[src/rtl/bouncing_rect_gen.sv]
// rtl/bouncing_rect_gen.sv - N coloured rectangles bouncing inside the active area
// Registers RGB and re-times hsync/vsync by one pixel so the PMOD outputs stay aligned.
module bouncing_rect_gen #(
  parameter int          N_RECT   = 2,
  parameter int          RECT_W   = 64,
  parameter int          RECT_H   = 48,
  parameter int          H_ACTIVE = 640,
  parameter int          V_ACTIVE = 480,
  parameter logic [23:0] COLORS   = 24'b001111_110000
) (
  input  logic       clk,
  input  logic       rst_n,
  input  logic [9:0] pix_x,
  input  logic [9:0] pix_y,
  input  logic       video_active,
  input  logic       hsync_in,
  input  logic       vsync_in,
  input  logic       pause,
  input  logic [1:0] speed,
  output logic [5:0] rgb,
  output logic       hsync_out,
  output logic       vsync_out,
  output logic [7:0] bounce_cnt
);

  localparam logic [10:0] X_LIM = 11'(H_ACTIVE - RECT_W);
  localparam logic [10:0] Y_LIM = 11'(V_ACTIVE - RECT_H);

  typedef struct packed {
    logic [10:0] pos;
    logic        neg;
    logic        hit;
  } axis_t;

  // One axis move with a clamp at either wall; the direction flips on the clamp.
  function automatic axis_t axis_step(input logic [10:0] pos, input logic neg,
                                      input logic [10:0] step, input logic [10:0] lim);
    axis_t r;
    r.pos = pos;
    r.neg = neg;
    r.hit = 1'b0;
    if (!neg) begin
      if (pos + step > lim) begin
        r.pos = lim;
        r.neg = 1'b1;
        r.hit = 1'b1;
      end else begin
        r.pos = pos + step;
      end
    end else if (pos < step) begin
      r.pos = '0;
      r.neg = 1'b0;
      r.hit = 1'b1;
    end else begin
      r.pos = pos - step;
    end
    return r;
  endfunction

  logic [10:0] rx     [N_RECT];
  logic [10:0] ry     [N_RECT];
  logic        dx_neg [N_RECT];
  logic        dy_neg [N_RECT];
  axis_t       nx     [N_RECT];
  axis_t       ny     [N_RECT];
  logic        any_hit;
  logic        update;
  logic [10:0] step;
  logic [10:0] px;
  logic [10:0] py;
  logic [5:0]  rgb_next;

  assign step   = 11'(speed) + 11'd1;
  assign px     = {1'b0, pix_x};
  assign py     = {1'b0, pix_y};
  assign update = (px == 11'd0) && (py == 11'(V_ACTIVE));

  always_comb begin
    any_hit = 1'b0;
    for (int i = 0; i < N_RECT; i++) begin
      nx[i]   = axis_step(rx[i], dx_neg[i], step, X_LIM);
      ny[i]   = axis_step(ry[i], dy_neg[i], step, Y_LIM);
      any_hit = any_hit | nx[i].hit | ny[i].hit;
    end
  end

  // Scan from the highest index down so the lowest-index rectangle wins overlaps.
  always_comb begin
    rgb_next = '0;
    for (int i = N_RECT - 1; i >= 0; i--) begin
      if (px >= rx[i] && px < rx[i] + 11'(RECT_W) &&
          py >= ry[i] && py < ry[i] + 11'(RECT_H))
        rgb_next = COLORS[6*i +: 6];
    end
    if (!video_active)
      rgb_next = '0;
  end

  always_ff @(posedge clk) begin
    if (!rst_n) begin
      for (int i = 0; i < N_RECT; i++) begin
        rx[i]     <= 11'(i * 2 * RECT_W);
        ry[i]     <= 11'(i * RECT_H);
        dx_neg[i] <= 1'b0;
        dy_neg[i] <= 1'b0;
      end
      rgb        <= '0;
      hsync_out  <= 1'b0;
      vsync_out  <= 1'b0;
      bounce_cnt <= '0;
    end else begin
      rgb       <= rgb_next;
      hsync_out <= hsync_in;
      vsync_out <= vsync_in;
      if (update && !pause) begin
        for (int i = 0; i < N_RECT; i++) begin
          rx[i]     <= nx[i].pos;
          ry[i]     <= ny[i].pos;
          dx_neg[i] <= nx[i].neg;
          dy_neg[i] <= ny[i].neg;
        end
        if (any_hit)
          bounce_cnt <= bounce_cnt + 8'd1;
      end
    end
  end

endmodule

[config.mk]
export PLATFORM = sky130hd
export DESIGN_NAME = bouncing_rect_gen
export DESIGN_NICKNAME = d
export VERILOG_FILES = /design/src/rtl/bouncing_rect_gen.sv
export SDC_FILE = /design/constraint.sdc
export NUM_CORES = 1
export LEC_CHECK = 0
export BUFFER_PORTS_ARGS = -buffer_cell sky130_fd_sc_hd__buf_2
export CORE_MARGIN = 4
export CORE_UTILIZATION = 58
export CTS_CLUSTER_DIAMETER = 150
export DETAILED_ROUTE_END_ITERATION = 7
export GPL_ROUTABILITY_DRIVEN = 1
export PLACE_DENSITY = 0.77
export SYNTH_ARGS = -nofsm -noshare
export SYNTH_HDL_FRONTEND = slang
export SYNTH_SLANG_ARGS = --single-unit
[constraint.sdc]
create_clock -name clk -period 5.7 [get_ports clk]
set_input_delay 0.855 -clock clk [delete_from_list [all_inputs] [get_ports clk]]
set_output_delay 0.855 -clock clk [all_outputs]
set_load 0.02 [all_outputs]
==> results.sh <==
export IMPL_synthToLayoutAreaGrowth_pct=7.42
export IMPL_ff2ff_path_depth=12
export IMPL_post_drt_via_cell_ratio=6.76
export IMPL_drcViolationCount=0
export IMPL_grt_pass1_wl_um=31300
export IMPL_grt_use_met3_pct=4.37
export IMPL_synth_nets=946
export IMPL_clock_latency_ns=0.34
export IMPL_antenna_found_initial=0
export IMPL_cts_tree="built"
export IMPL_die_h_um=117
export IMPL_yosys_warnings=0
export IMPL_rsz0062_at_grt="no"
export IMPL_p_leak_nw=3.00
export IMPL_busiest_layer="met2"
export IMPL_use_met2_pct=45.7
export IMPL_drt_iter0_markers=751
export IMPL_placed_cells=961
export IMPL_max_stage_delay_ns=0.56
export IMPL_synth_main_ff_cell="edfxtp_1"
export IMPL_startpoint_type="primary input"
export IMPL_fin_crit_sh_pct=75.0
export IMPL_die_area_mm2=0.0137
export IMPL_cp_arrival_ns=4.55
export IMPL_h_tree_depth=3
export IMPL_vias=6605
export IMPL_diodes=0
export IMPL_synth_area_leader_cell="edfxtp_1"
export IMPL_fp_coreArea_mm2=0.0116
export IMPL_clock_path_buffers=2
export IMPL_setup_viol=0
export IMPL_syn_inst=815
export IMPL_synth_area_top_cells="edfxtp_1 (21%), ha_1 (17%), xnor2_1 (3.9%)"
export IMPL_num_rows=39
export IMPL_drtAntennaViolNets=0
export IMPL_min_path_cells=2
export IMPL_ys_types=77
export IMPL_endpoint="bounce_cnt[3]$_SDFFE_PN0P_"
export IMPL_post_cts_resized=0
export IMPL_cpLargestDelayFamily="simple AND/OR/NAND/NOR gates"
export IMPL_slew_violations=0
export IMPL_io_pins=44
export IMPL_critical_path_class="primary input to register"
export IMPL_final_cell_mix="ha_1 (95), nor2_1 (68), inv_1 (63), nand2_1 (52), edfxtp_1 (48)"
export IMPL_final_cells=977
export IMPL_die_x_um=117
export IMPL_drv_cap=0
export IMPL_r2r_start="rx[0][0]$_SDFFCE_PN0P_"
export IMPL_worst_pin_slew_ns=0.810
export IMPL_grt_pass1_vias=6344
export IMPL_min_period_ns=4.28
export IMPL_utilization_pct=64.2
export IMPL_initial_core_util_pct=59.8
export IMPL_status="complete, no violations"
export IMPL_synthArstFlopShare_pct=0
export IMPL_cts_buffers=9
export IMPL_worst_r2r_setup_slack_ns=1.95
export IMPL_grtUsageTotal_pct=28.7
export IMPL_postCtsSetupBuffers=0
export IMPL_synth_top_cell_area_share_pct=20.9
export IMPL_post_route_cells_drive_above_1_share_pct=10.1
export IMPL_fin_area_mm2=0.00743
export IMPL_hp_class="register to register"
export IMPL_slowest_stage="fa_1"
export IMPL_wirelength_um=19500
export IMPL_cts_num_sinks=60
export IMPL_cts_root_buf="clkbuf_16"
export IMPL_ir_drop_v=0.000178
export IMPL_grt_max_degree=34
export IMPL_end_kind="register"
export IMPL_num_fill_cells=996
export IMPL_syn_area_mm2=0.00691
export IMPL_clk_pin_slew_worst_paths_ns=0.05
export IMPL_drtPass1Iterations=6
export IMPL_path_buf_inv=3
export IMPL_path_cells="buf_2 > ha_1 > inv_1 > fa_1 > o21bai_1 > and3_1 > o22ai_1 > o211a_1 > a211o_1 > nand4b_1 > a222oi_1 > buf_4 > or4b_1 > nand2_1"
export IMPL_crit_required_ns=5.97
export IMPL_r2r_end="bounce_cnt[7]$_SDFFE_PN0P_"
export IMPL_global_route_usage_met1_pct=38.7
export IMPL_final_common_cell="ha_1"
export IMPL_crit_path_start="speed[0]"
export IMPL_dpl_cell_area_mm2=0.00713
export IMPL_overflow=0
export IMPL_fmax_mhz=234
export IMPL_fin_skew_ns=0.00946
export IMPL_path_max_fanout=13
export IMPL_dp_hpwl_um=14900
export IMPL_setup_tns_ns=0
export IMPL_final_hold_violation_count=0
export IMPL_ys_seq_area_share_pct=24.3
export IMPL_fin_hold_ws_ns=0.508
export IMPL_maxSlewHeadroom_pct=45.9
export IMPL_io_buffers=43
export IMPL_wl_per_cell_um=20.0
export IMPL_ys_seq_elements=60
export IMPL_layout_nets=960
export IMPL_synth_edf_count=48
export IMPL_cp_num_cells=14
export IMPL_cts_hold_buf=0
export IMPL_synth_area_per_cell_um2=8.48
export IMPL_power_density_mw_per_mm2=187
export IMPL_gp_congestion=0.951
==> tightest hold or removal path: stages (launching register included) <==
cell	delay, ns
dfxtp_1	0.33
nand2_1	0.07
mux2i_1	0.06
==> per-stage QoR <==
step	power (W)	worst slack, ns
floorplan	0.000741	1.26
global placement	0.000819	1.22
detailed placement	0.000831	1.14
CTS	0.00138	1.47
global route	0.00144	1.18
finish	0.00139	1.42
==> worst min path at each step <==
| stage | start | endpoint | slack [ns] |
|---|---|---|---|
| after global routing | bounce_cnt[7]$_SDFFE_PN0P_ | bounce_cnt[7]$_SDFFE_PN0P_ | 0.57 |
| after CTS | bounce_cnt[5]$_SDFFE_PN0P_ | bounce_cnt[5]$_SDFFE_PN0P_ | 0.51 |
| final | bounce_cnt[5]$_SDFFE_PN0P_ | bounce_cnt[5]$_SDFFE_PN0P_ | 0.51 |
| after global placement | bounce_cnt[5]$_SDFFE_PN0P_ | bounce_cnt[5]$_SDFFE_PN0P_ | 0.47 |
| after detailed placement | bounce_cnt[5]$_SDFFE_PN0P_ | bounce_cnt[5]$_SDFFE_PN0P_ | 0.50 |
| after floorplan | bounce_cnt[5]$_SDFFE_PN0P_ | bounce_cnt[5]$_SDFFE_PN0P_ | 0.55 |
==> final cells by class <==
type / count / area, um^2 / area share [%]
Clock buffer: 11 / 243 / 3.27
Clock inverter: 5 / 52.6 / 0.708
Inverter: 63 / 236 / 3.18
Multi-Input combinational cell: 647 / 4780 / 64.4
Sequential cell: 60 / 1680 / 22.6
Tap cell: 143 / 179 / 2.41
Timing Repair Buffer: 48 / 253 / 3.40
==> flip-flops by register name, summed over array words and instances (netlist names) <==
register / flops
rx: 22
hsync_out: 1
dx_neg: 2
dy_neg: 2
vsync_out: 1
bounce_cnt: 8
rgb: 2
ry: 22
==> layer usage <==
layer | up-vias | wire [um]
met4 | 0 | 614
met1 | 3150 | 8550
met2 | 324 | 9040
li1 | 3074 | -
met3 | 57 | 1290
met5 | - | 0
==> report_power, final <==
group	internal, W	switching, W	total [W]
clock network	0.000348	0.000210	0.000558
logic	0.000126	0.000188	0.000314
registers	0.000486	0.0000297	0.000516
==> cells by family (layout without fill, tap and decap cells) <==
group                    Yosys count  in the layout  synth area share [%]
XOR/XNOR                          38             38                  4.81
adder cells (fa/ha/maj)          103            103                  19.5
multiplexers                       5              5                 0.760
AO/OA/AOI/OAI                    239            239                  24.9
flip-flops                        60             60                  24.3
AND/OR/NAND/NOR                  262            262                  19.1
buffers and inverters            108            127                  6.55
==> Yosys cell counts (4+ instances only) <==
cell type,count
xor2_1,7
o211ai_1,13
nand2b_1,12
nand2_1,53
fa_1,8
o21a_1,12
xnor2_1,31
or3_1,5
a221oi_1,17
nor3_1,36
buf_2,8
clkbuf_1,29
a211oi_1,22
a32oi_1,4
nand4_1,9
o221ai_1,4
o21bai_1,8
o22ai_1,11
nand3_1,18
dfxtp_1,12
nor2b_1,14
inv_1,63
and2_1,8
o31ai_1,6
o21ai_0,43
nor4_1,10
a31oi_1,4
and3_1,9
ha_1,95
buf_4,4
a21oi_1,42
nor2_1,68
a211o_1,6
edfxtp_1,48
No activity file was read; power rests on OpenSTA's default activity.
